===== config.mk =====
export PLATFORM = sky130hd
export DESIGN_NAME = multi_edge_detector
export DESIGN_NICKNAME = d
export VERILOG_FILES = /design/src/rtl/multi_edge_detector.sv
export SDC_FILE = /design/constraint.sdc
export NUM_CORES = 1
export LEC_CHECK = 0
export BUFFER_PORTS_ARGS = -buffer_cell sky130_fd_sc_hd__buf_2
export CORE_MARGIN = 5
export CORE_UTILIZATION = 54
export CTS_CLUSTER_DIAMETER = 200
export DETAILED_ROUTE_END_ITERATION = 6
export PLACE_DENSITY_LB_ADDON = 0.1
export SYNTH_ARGS = -nofsm -noshare
export SYNTH_HDL_FRONTEND = slang
export SYNTH_SLANG_ARGS = --single-unit

===== constraint.sdc =====
create_clock -name clk -period 3.1 [get_ports clk]
set_clock_uncertainty 0.1 [all_clocks]
set_input_delay 0.62 -clock clk [delete_from_list [all_inputs] [get_ports clk]]
set_output_delay 0.62 -clock clk [all_outputs]
set_load 0.01 [all_outputs]

===== src/rtl/multi_edge_detector.sv =====
// rtl/multi_edge_detector.sv - multi-channel synchroniser, debounce, edge pulse, pending flags, event counter
module multi_edge_detector #(
   parameter int CHANNELS        = 4,
   parameter int SYNC_STAGES     = 2,
   parameter int DEBOUNCE_CYCLES = 4,
   parameter int CNT_WIDTH       = 8
) (
   input  logic                 clk,
   input  logic                 reset,
   input  logic [CHANNELS-1:0]  signal,
   input  logic [1:0]           mode,
   input  logic [CHANNELS-1:0]  clear,
   input  logic                 count_clr,
   output logic [CHANNELS-1:0]  outedge,
   output logic [CHANNELS-1:0]  stable,
   output logic [CHANNELS-1:0]  pending,
   output logic [CNT_WIDTH-1:0] event_count
);

   // A debounce length of 0 behaves as 1: the first mismatched cycle flips stable.
   localparam int DB_LEN = (DEBOUNCE_CYCLES < 1) ? 1 : DEBOUNCE_CYCLES;
   localparam int DB_W   = $clog2(DB_LEN + 1);
   localparam int SS     = (SYNC_STAGES < 2) ? 2 : SYNC_STAGES;
   localparam int PC_W   = $clog2(CHANNELS + 1);
   localparam int SUM_W  = CNT_WIDTH + PC_W;

   localparam logic [CNT_WIDTH-1:0] CNT_MAX  = '1;
   localparam logic [DB_W-1:0]      DB_LAST  = DB_W'(DB_LEN - 1);

   logic [CHANNELS-1:0][SS-1:0]   sync_chain;
   logic [CHANNELS-1:0]           sync;
   logic [CHANNELS-1:0][DB_W-1:0] db_cnt;
   logic [CHANNELS-1:0]           prev;
   logic [CHANNELS-1:0]           rise;
   logic [CHANNELS-1:0]           fall;
   logic [CHANNELS-1:0]           edge_next;
   logic [PC_W-1:0]               edge_pop;
   logic [CNT_WIDTH-1:0]          count_base;
   logic [SUM_W-1:0]              count_sum;
   logic [CNT_WIDTH-1:0]          count_next;

   always_ff @(posedge clk or posedge reset) begin
      if (reset) begin
         sync_chain <= '0;
      end else begin
         for (int i = 0; i < CHANNELS; i++) begin
            sync_chain[i] <= {sync_chain[i][SS-2:0], signal[i]};
         end
      end
   end

   always_comb begin
      sync = '0;
      for (int i = 0; i < CHANNELS; i++) begin
         sync[i] = sync_chain[i][SS-1];
      end
   end

   // Any cycle where the synchronised level agrees with stable restarts the count,
   // so only an unbroken run of DB_LEN mismatches can flip the level.
   always_ff @(posedge clk or posedge reset) begin
      if (reset) begin
         stable <= '0;
         db_cnt <= '0;
      end else begin
         for (int i = 0; i < CHANNELS; i++) begin
            if (sync[i] == stable[i]) begin
               db_cnt[i] <= '0;
            end else if (db_cnt[i] == DB_LAST) begin
               stable[i] <= ~stable[i];
               db_cnt[i] <= '0;
            end else begin
               db_cnt[i] <= db_cnt[i] + 1'b1;
            end
         end
      end
   end

   always_comb begin
      rise      = stable & ~prev;
      fall      = ~stable & prev;
      edge_next = '0;
      case (mode)
         2'b00:   edge_next = rise;
         2'b01:   edge_next = fall;
         2'b10:   edge_next = rise | fall;
         default: edge_next = '0;
      endcase
   end

   always_ff @(posedge clk or posedge reset) begin
      if (reset) begin
         prev    <= '0;
         outedge <= '0;
         pending <= '0;
      end else begin
         prev    <= stable;
         outedge <= edge_next;
         pending <= (pending & ~clear) | outedge;
      end
   end

   always_comb begin
      edge_pop = '0;
      for (int i = 0; i < CHANNELS; i++) begin
         edge_pop = edge_pop + PC_W'(outedge[i]);
      end
   end

   // Clear is applied before this cycle's edges are added, then the sum saturates.
   always_comb begin
      count_base = count_clr ? '0 : event_count;
      count_sum  = SUM_W'(count_base) + SUM_W'(edge_pop);
      if (count_sum > SUM_W'(CNT_MAX)) begin
         count_next = CNT_MAX;
      end else begin
         count_next = count_sum[CNT_WIDTH-1:0];
      end
   end

   always_ff @(posedge clk or posedge reset) begin
      if (reset) begin
         event_count <= '0;
      end else begin
         event_count <= count_next;
      end
   end

endmodule


Word level (Yosys, flattened, before mapping)
Cells that the tools add are included.

Add/sub/neg operators: 8. Bitwise gates (word level): 16. Order comparisons: 1. Muxes and demuxes: 11. Equality and inequality tests: 10. Reductions and logical operators: 5.

Operators by type and width (number): 3-bit 2-to-1 mux (8); 8-bit 2-to-1 mux (2); 3-bit by 1-bit adder with 3-bit output (second input constant) (4); 4-bit bitwise AND (3); 3-bit by 2-bit equality test with 1-bit output (second input constant) (4); 4-bit inverter (3); 4-bit case mux with 3 select lines (1); 8-bit by 3-bit adder with 9-bit output (1); 9-bit by 8-bit greater-than comparator with 1-bit output (second input constant) (1); 1-bit inverter (8); 4-bit bitwise OR (2); 2-bit AND reduction (4); 1-bit equality test (4); 2-bit by 1-bit adder with 3-bit output (1); 3-bit by 1-bit adder with 3-bit output (1); 1-bit by 1-bit adder with 2-bit output (1); 2-bit by 1-bit equality test with 1-bit output (second input constant) (1); 2-bit equality test (second input constant) (1); 2-bit logical NOT (1).

Register bits: 44. Input port bits: 13. Logic and storage cells: 67. Output and inout bits: 20.

Longest topological paths before layout
Gate-level depths: netlist of run 1.

Depth in word-level cells: 6. Mapped depth: 7. Mapped depth without buffers: 7.

Least setup slack after synthesis of run 1
No wires, ideal clock.

Kind: reg-to-reg. Start point: register outedge[0]. End point: register event_count[6]. Clock period less this slack: 2.742 ns. Required time: 2.876 ns. Stages on the path, launching flop included: 8. Arrival: 2.518 ns. Library setup time: 0.124 ns. Slack: 0.358 ns. Buffers on the path: 0. Path through: dfrtp_1 fa_1 inv_1 fa_1 fa_1 nor4b_1 nand2_1 mux2i_1.

Word-level cells in the longest chain between the ends: 6.

Ends and longest elaborated chain: from (decl) (RTL line 14) `output logic [CHANNELS-1:0] outedge,`; from (signal assigned) (RTL line 98) `outedge <= edge_next;`; 1-bit by 1-bit adder with 2-bit output * (RTL line 106) `edge_pop = edge_pop + PC_W'(outedge[i]);`; 2-bit by 1-bit adder with 3-bit output * (RTL line 106); 3-bit by 1-bit adder with 3-bit output * (RTL line 106); 8-bit by 3-bit adder with 9-bit output * (RTL line 113) `count_sum = SUM_W'(count_base) + SUM_W'(edge_pop);`; 9-bit by 8-bit greater-than comparator with 1-bit output (RTL line 114) `if (count_sum > SUM_W'(CNT_MAX)) begin`; 8-bit 2-to-1 mux * (RTL line 114); net count_next[6] (RTL line 40) `logic [CNT_WIDTH-1:0] count_next;`; to (signal assigned) (RTL line 125) `event_count <= count_next;`; to (decl) (RTL line 17) `output logic [CNT_WIDTH-1:0] event_count`.

Mark *: on every way through the listed nets, which the timed path passes. The rest lies on a longest branch. A chain may end at the register's enable or synchronous reset.

Final worst setup path of run 1
Start point: register outedge[0]. End point: register event_count[3].

The elaborated chain is that of the path after synthesis.

==> results of run 1 <==
==> flip-flops by register name (all words and copies together) (netlist names) <==
name	cells
db_cnt	12
event_count	8
outedge	4
pending	4
prev	4
stable	4
sync	4
sync_chain	4
==> area by class of cell <==
cell class	count	area share [%]
clock inverter	1	1.37
multi-input combinational	92	31.9
tap	46	2.63
clock buffer	7	2.98
timing repair buffer	33	7.67
inverter	18	3.09
sequential	44	50.4
==> layer usage <==
layer | vias up | share of wire (%) | global-route usage (%)
met2 | 31 | 48 | 22.9
met1 | 546 | 44 | 16.7
met4 | 0 | 1.2 | 5.21
met5 | - | 0 | 0
met3 | 4 | 6.1 | 4.65
li1 | 584 | - | -
==> per-stage QoR <==
| stage | hold slack [ps] | utilization (%) |
|---|---|---|
| finish | 231 | 65.0 |
| global route | 242 | 65.0 |
| CTS | 256 | 65.0 |
| detailed placement | 236 | 62.2 |
| global placement | 232 | 62.2 |
| floorplan | 231 | - |
==> worst min-delay path by stage <==
stage | start | end | slack (ps) | cells after the start
2_1_floorplan | sync_chain[0] | sync[0] | 230 | 0
5_1_grt | signal[1] | sync_chain[2] | 240 | 1
3_5_place_dp | sync_chain[6] | sync[3] | 240 | 0
4_1_cts | reset | event_count[7] | 260 | 2
6_report | reset | sync_chain[0] | 230 | 2
3_3_place_gp | sync_chain[2] | sync[1] | 230 | 0
==> cells by family (layout without fill, tap and decap cells) <==
| family | Yosys count | count (layout) | share of synthesized area (%) |
|---|---|---|---|
| buffers and inverters | 20 | 59 | 4.39 |
| flip-flops | 44 | 44 | 58.5 |
| adder cells (fa/ha/maj) | 16 | 16 | 11.8 |
| multiplexers | 4 | 4 | 2.26 |
| AO/OA/AOI/OAI | 21 | 21 | 7.12 |
| XOR/XNOR | 6 | 6 | 2.79 |
| AND/OR/NAND/NOR | 45 | 45 | 13.0 |
==> placed cells by master (no fill, tap or decap), drive strengths merged, types with 2 or more instances in the layout <==
master,instances
nand2,15
mux2,2
buf,33
mux2i,2
nor2,3
dfrtp,44
a311oi,2
nor3,5
clkbuf,7
xnor2,5
inv,17
fa,3
a21o,3
nor3b,4
nor2b,11
ha,13
nand2b,3
o21ai,12
==> power groups by stage <==
stage / Clock, W / Combinational, W / Sequential, W
after floorplan: 0 / 0.000340 / 0.000888
after global placement: 0 / 0.000545 / 0.000852
after detailed placement: 0 / 0.000572 / 0.000868
after CTS: 0.000397 / 0.000578 / 0.000854
after global routing: 0.000425 / 0.000655 / 0.000878
final: 0.000386 / 0.000552 / 0.000850
==> impl_metrics.csv, run 1 <==
group,metric,value,unit
drt,vias,1165,
critical_path,worst_ep_arrival_time,3050,ps
critical_path,worst-setup-path-type,"register to register",
clock_network,clk_pin_slew,120,ps
synthesis,synth_async_sr_flop_share,100,%
power_and_ir_drop,total_power,0.00179,W
global_routing,first_global_vias,1245,
drt,routed_via_density,4.83,
placement,placedInstanceArea,2090,sq um
synthesis,most_frequent_cell_after_synthesis,"sky130_fd_sc_hd__dfrtp_1",
synthesis,synth_edf_count,0,
clock_network,post_cts_hold_fix_bufs,0,
layout,post-route-cell-area,2190,sq um
synthesis,netlist_area,1880,sq um
drt,drt_iter0_markers,31,
clock_network,cts.path.max_buffers,2,
global_routing,wire_length_of_the_first_global_routing_pass,5390,um
floorplanning,floorplan.initialDensity,55.9,%
drt,wl_per_cell,12.1,um
sta,fin_tns_setup,0,ps
sta,fin_crit_sh,92.8,%
sta,max_slew.worst_pin.slew,881,ps
power_and_ir_drop,power_frac_comb,30.9,%
floorplanning,die_x_extent,69.0,um
critical_path,timing.critical_path.fanout_max,6,
synthesis,synth.avg_cell_area,12.1,sq um
sta,relSlewSlack,40.9,%
global_routing,antenna_found_initial,0,
critical_path,critPathTopFamily,"adder cells",
layout,layout.cells.non_filler,241,
placement,place.detailed.instances,233,
critical_path,reg2reg_setup_slack,220,ps
sta,unrepaired_setup_endpoints_after_global_routing,"false",
layout,num_antenna_cells,0,
drt,drtPass1Iterations,4,
synthesis,netlist-cell-type-count,28,
synthesis,synth_area_leaders,"sky130_fd_sc_hd__dfrtp_1, sky130_fd_sc_hd__ha_1, sky130_fd_sc_hd__inv_1",
floorplanning,boundaryPins,33,
critical_path,endpoint,"event_count[3]",
floorplanning,fp.dieH,69.0,um
power_and_ir_drop,vdd.ir_drop.worst,0.438,mV
synthesis,synth_fp_nets,185,
placement,numPortBuffers,32,
drt,drt_drc,0,
critical_path,worst_r2r_endpoint,"event_count[3]",
placement,dp_worst_setup_slack,220,ps
critical_path,cpMaxStageDelayCell,"sky130_fd_sc_hd__fa_1",
critical_path,critPathLaunch,"outedge[0]",
global_routing,groute.usage.overall,13.8,%
sta,fmax,347,MHz
clock_network,cts_inserted_buffers,5,
power_and_ir_drop,sequentialPowerShare,47.5,%
layout,layout.filler_cells,290,
clock_network,h-tree-depth,2,
sta,slew_violations,0,
layout,final_net_count,223,
power_and_ir_drop,power.density_cell_area,818,nW/um^2
synthesis,synth_top_area_share,58.5,%
floorplanning,core_region_area,3360,sq um
layout,layout-area-overhead-vs-synth,16.2,%
power_and_ir_drop,netSwitchingFraction,32.4,%
sta,setup_slack,222,ps
outcome,run_status,"completed",
clock_network,worstSkewPairLatency,340,ps
critical_path,path_buf_inv,1,
synthesis,flip_flop_cell_with_the_highest_count_after_synthesis,"sky130_fd_sc_hd__dfrtp_1",
critical_path,worst-r2r-cell-count,7,
floorplanning,number_of_placement_rows,21,
clock_network,post-cts-setup-buffers,0,
floorplanning,area_of_the_die,4760,sq um
power_and_ir_drop,leakage_power_of_the_design,1.14,nW
synthesis,yosys_warnings,0,
sta,finalCriticalPeriod,2880,ps
critical_path,timing.critical_path.required,3270,ps
critical_path,crit_path_cell_chain,"fa_1 > inv_1 > fa_1 > fa_1 > nor4b_1 > nand2_1 > o21ai_0",
synthesis,largest_area_contributor_in_the_netlist,"sky130_fd_sc_hd__dfrtp_1",
synthesis,synth_common_cells,"sky130_fd_sc_hd__dfrtp_1, sky130_fd_sc_hd__inv_1, sky130_fd_sc_hd__nand2_1, sky130_fd_sc_hd__ha_1, sky130_fd_sc_hd__o21ai_0",
global_routing,grt_max_degree,27,
run,maxCapViolations,0,
critical_path,crit_path_max_incr_delay,550,ps
clock_network,sinks_on_the_clock_net,44,
power_and_ir_drop,power.clock.fraction,21.6,%
critical_path,crit_path_frequent_cell,"sky130_fd_sc_hd__fa_1",
synthesis,synthCells,156,
critical_path,cp-start-kind,"register",
sta,finalHoldViolations,0,
layout,total_area_of_sequential_cells,1100,sq um
placement,globalplace.congestion,0.794,
critical_path,cp-end-kind,"register",
power_and_ir_drop,switching_power,0.000579,W
min_path,timing.hold.worst.class,"input pin to async pin",
clock_network,tritoncts,"yes",
drt,totalWireLength,2930,um
clock_network,clockRootBuffer,"sky130_fd_sc_hd__clkbuf_4",
placement,dp_hpwl,2280,um
global_routing,grt.overflow.total,0,
drt,detail-route-antenna-nets,0,
critical_path,worstReg2RegStart,"outedge[0]",
synthesis,register_bit_count_reported_by_yosys,44,
clock_network,post_cts_resize_count,0,
power_and_ir_drop,cell_internal_power_dissipation,0.00121,W
critical_path,crit_cells,7,
layout,multiInputGateArea,697,sq um
sta,setup-violations-final,0,
layout,drive_above_1_share,23.1,%
synthesis,register_area_share_after_synthesis,58.5,%
Note: power is estimated with default switching activity, not from simulation.
==> inputs of run 2 (changes only) <==
--- a/config.mk
+++ b/config.mk
@@ -5,9 +5,11 @@
 export SDC_FILE = /design/constraint.sdc
 export NUM_CORES = 1
 export LEC_CHECK = 0
-export BUFFER_PORTS_ARGS = -buffer_cell sky130_fd_sc_hd__buf_2
+export BUFFER_PORTS_ARGS = -buffer_cell sky130_fd_sc_hd__buf_4
+export CELL_PAD_IN_SITES_DETAIL_PLACEMENT = 1
+export CELL_PAD_IN_SITES_GLOBAL_PLACEMENT = 2
 export CORE_MARGIN = 5
-export CORE_UTILIZATION = 54
+export CORE_UTILIZATION = 36
 export CTS_CLUSTER_DIAMETER = 200
 export DETAILED_ROUTE_END_ITERATION = 6
 export PLACE_DENSITY_LB_ADDON = 0.1
==> run 2 against run 1 <==
Sequential share of layout area down 2.8 points. Critical endpoint unchanged. Worst setup slack got worse by 10 ps. Worst hold slack better by 24 ps. Final cell count increased by 9.5%. Sequential power increased by 1%. Core utilization shrank 19 points. Fmax fell by 0.36%. Highest routed layer unchanged. Register-to-register slack about the same. Largest cell class unchanged.
==> impl_metrics.csv, run 2 (synthesis results as in run 1) <==
group,metric,value,unit
drt,totalWireLength,3620,um
clock_network,post_cts_hold_fix_bufs,0,
critical_path,timing.critical_path.required,3220,ps
floorplanning,boundaryPins,33,
global_routing,first_global_vias,1316,
power_and_ir_drop,total_power,0.00195,W
critical_path,cpMaxStageDelayCell,"sky130_fd_sc_hd__fa_1",
clock_network,post-cts-setup-buffers,0,
drt,met3WireLength,190,um
drt,wl_per_cell,13.7,um
clock_network,h-tree-depth,2,
layout,layout.filler_cells,577,
power_and_ir_drop,leakage_power_of_the_design,1.16,nW
clock_network,clk_pin_slew,90,ps
layout,drive_above_1_share,23.2,%
sta,fin_crit_sh,93.2,%
layout,largest-register,"db_cnt",
layout,final_net_count,222,
placement,numPortBuffers,32,
min_path,timing.hold.worst.class,"register to register",
power_and_ir_drop,vdd.ir_drop.worst,0.352,mV
clock_network,worstSkewPairLatency,290,ps
sta,finalCriticalPeriod,2890,ps
run,maxCapViolations,0,
global_routing,grt_max_degree,45,
sta,setup_slack,212,ps
placement,dp_hpwl,2710,um
global_routing,grt.overflow.total,0,
layout,largest_register_ff_count,12,
critical_path,crit_path_max_incr_delay,550,ps
sta,relSlewSlack,39.3,%
critical_path,cp-start-kind,"register",
sta,slew_violations,0,
layout,num_antenna_cells,0,
outcome,run_status,"completed",
sta,unrepaired_setup_endpoints_after_global_routing,"false",
critical_path,worst_ep_arrival_time,3010,ps
drt,maxUsedRoutingLayer,"met4",
sta,fin_tns_setup,0,ps
drt,met2_wirelength,1800,um
clock_network,cts.path.max_buffers,2,
drt,drt_iter0_markers,42,
floorplanning,fp.dieH,82.3,um
drt,drt-met1-wl,1580,um
critical_path,crit_path_cell_chain,"fa_1 > inv_1 > fa_1 > fa_1 > nor4b_1 > nand2_1 > o21ai_0",
placement,dp_worst_setup_slack,188,ps
sta,setup-violations-final,0,
drt,vias,1226,
layout,layout-area-overhead-vs-synth,23.1,%
layout,most-common-layout-cells,"sky130_fd_sc_hd__dfrtp_1, sky130_fd_sc_hd__buf_4, sky130_fd_sc_hd__inv_1, sky130_fd_sc_hd__nand2_1, sky130_fd_sc_hd__ha_1",
global_routing,antenna_found_initial,0,
floorplanning,floorplan.initialDensity,37.1,%
clock_network,tritoncts,"yes",
drt,routed_via_density,4.64,
critical_path,path_buf_inv,1,
sta,max_slew.worst_pin.slew,910,ps
power_and_ir_drop,power.density_cell_area,841,nW/um^2
critical_path,critPathTopFamily,"adder cells",
sta,final.hold.worst_slack,256,ps
clock_network,clockRootBuffer,"sky130_fd_sc_hd__clkbuf_8",
layout,layout_commonest_cell,"sky130_fd_sc_hd__dfrtp_1",
clock_network,cts_inserted_buffers,5,
clock_network,sinks_on_the_clock_net,44,
global_routing,wire_length_of_the_first_global_routing_pass,5990,um
sta,fmax,346,MHz
floorplanning,core_region_area,5070,sq um
floorplanning,area_of_the_die,6770,sq um
layout,biggestRegsByFlops,"db_cnt (12), event_count (8)",
drt,drtPass1Iterations,2,
drt,drt_drc,0,
critical_path,timing.critical_path.fanout_max,6,
critical_path,cp-end-kind,"register",
floorplanning,number_of_placement_rows,26,
drt,detail-route-antenna-nets,0,
sta,finalHoldViolations,0,
placement,globalplace.congestion,0.742,
clock_network,post_cts_resize_count,0,
floorplanning,die_x_extent,82.3,um
critical_path,worst-setup-path-type,"register to register",
global_routing,groute.usage.overall,11.7,%
critical_path,crit_path_frequent_cell,"sky130_fd_sc_hd__fa_1",
==> run 2: cell count changes in the layout (fill, tap and decap cells not counted) <==
cell / change
sky130_fd_sc_hd__buf_2: -32
sky130_fd_sc_hd__clkbuf_4: -5
sky130_fd_sc_hd__clkinv_1: -1
sky130_fd_sc_hd__clkbuf_8: +4
sky130_fd_sc_hd__buf_4: +31
sky130_fd_sc_hd__inv_2: +1
sky130_fd_sc_hd__clkinv_4: +1
==> run 2: worst reg2reg max path, cell delays in order (launching register included) <==
cell and delay, ps:
sky130_fd_sc_hd__dfrtp_1 430, sky130_fd_sc_hd__fa_1 550, sky130_fd_sc_hd__inv_1 60, sky130_fd_sc_hd__fa_1 440, sky130_fd_sc_hd__fa_1 540, sky130_fd_sc_hd__nor4b_1 400
sky130_fd_sc_hd__nand2_1 180, sky130_fd_sc_hd__o21ai_0 110
==> run 2: layout make-up <==
class                           instances  area, sq um  area share, %
Clock buffer                            6         82.6           3.57
Clock inverter                          2         38.8           1.68
Inverter                               18         67.6           2.92
Multi-Input combinational cell         92          697           30.1
Sequential cell                        44         1100           47.6
Tap cell                               70         87.6           3.78
Timing Repair Buffer                   32          240           10.4
==> run 2: report_power, final <==
group,leakage (nW),internal (W),switching [W]
logic,0.544,0.000311,0.000310
clock network,0.0614,0.000264,0.000199
registers,0.558,0.000736,0.000126
==> run 2: final timing paths <==
kind,start,to,slack [ps],cells past startpoint
setup / recovery,outedge[0],event_count[3],210,7
hold / removal,sync_chain[4],sync[2],260,0
setup reg to reg,outedge[0],event_count[3],210,7
hold reg to reg,sync_chain[4],sync[2],260,0
max in group asynchronous,reset,prev[3],1910,2
min in group asynchronous,reset,db_cnt[7],430,2
==> run 2: metrics by stage <==
step           instances  util, %  instance area, sq um
4_1_cts              264     45.6                  2310
3_3_place_gp         256     43.2                  2190
5_1_grt              264     45.6                  2310
2_1_floorplan        156        -                  1880
3_5_place_dp         256     43.2                  2190
6_report             264     45.6                  2310
==> run 2: layer usage <==
layer | vias up | track usage (%)
li1 | 582 | -
met5 | - | 0
met1 | 612 | 13.6
met3 | 7 | 3.04
met4 | 0 | 4.98
met2 | 25 | 20.4
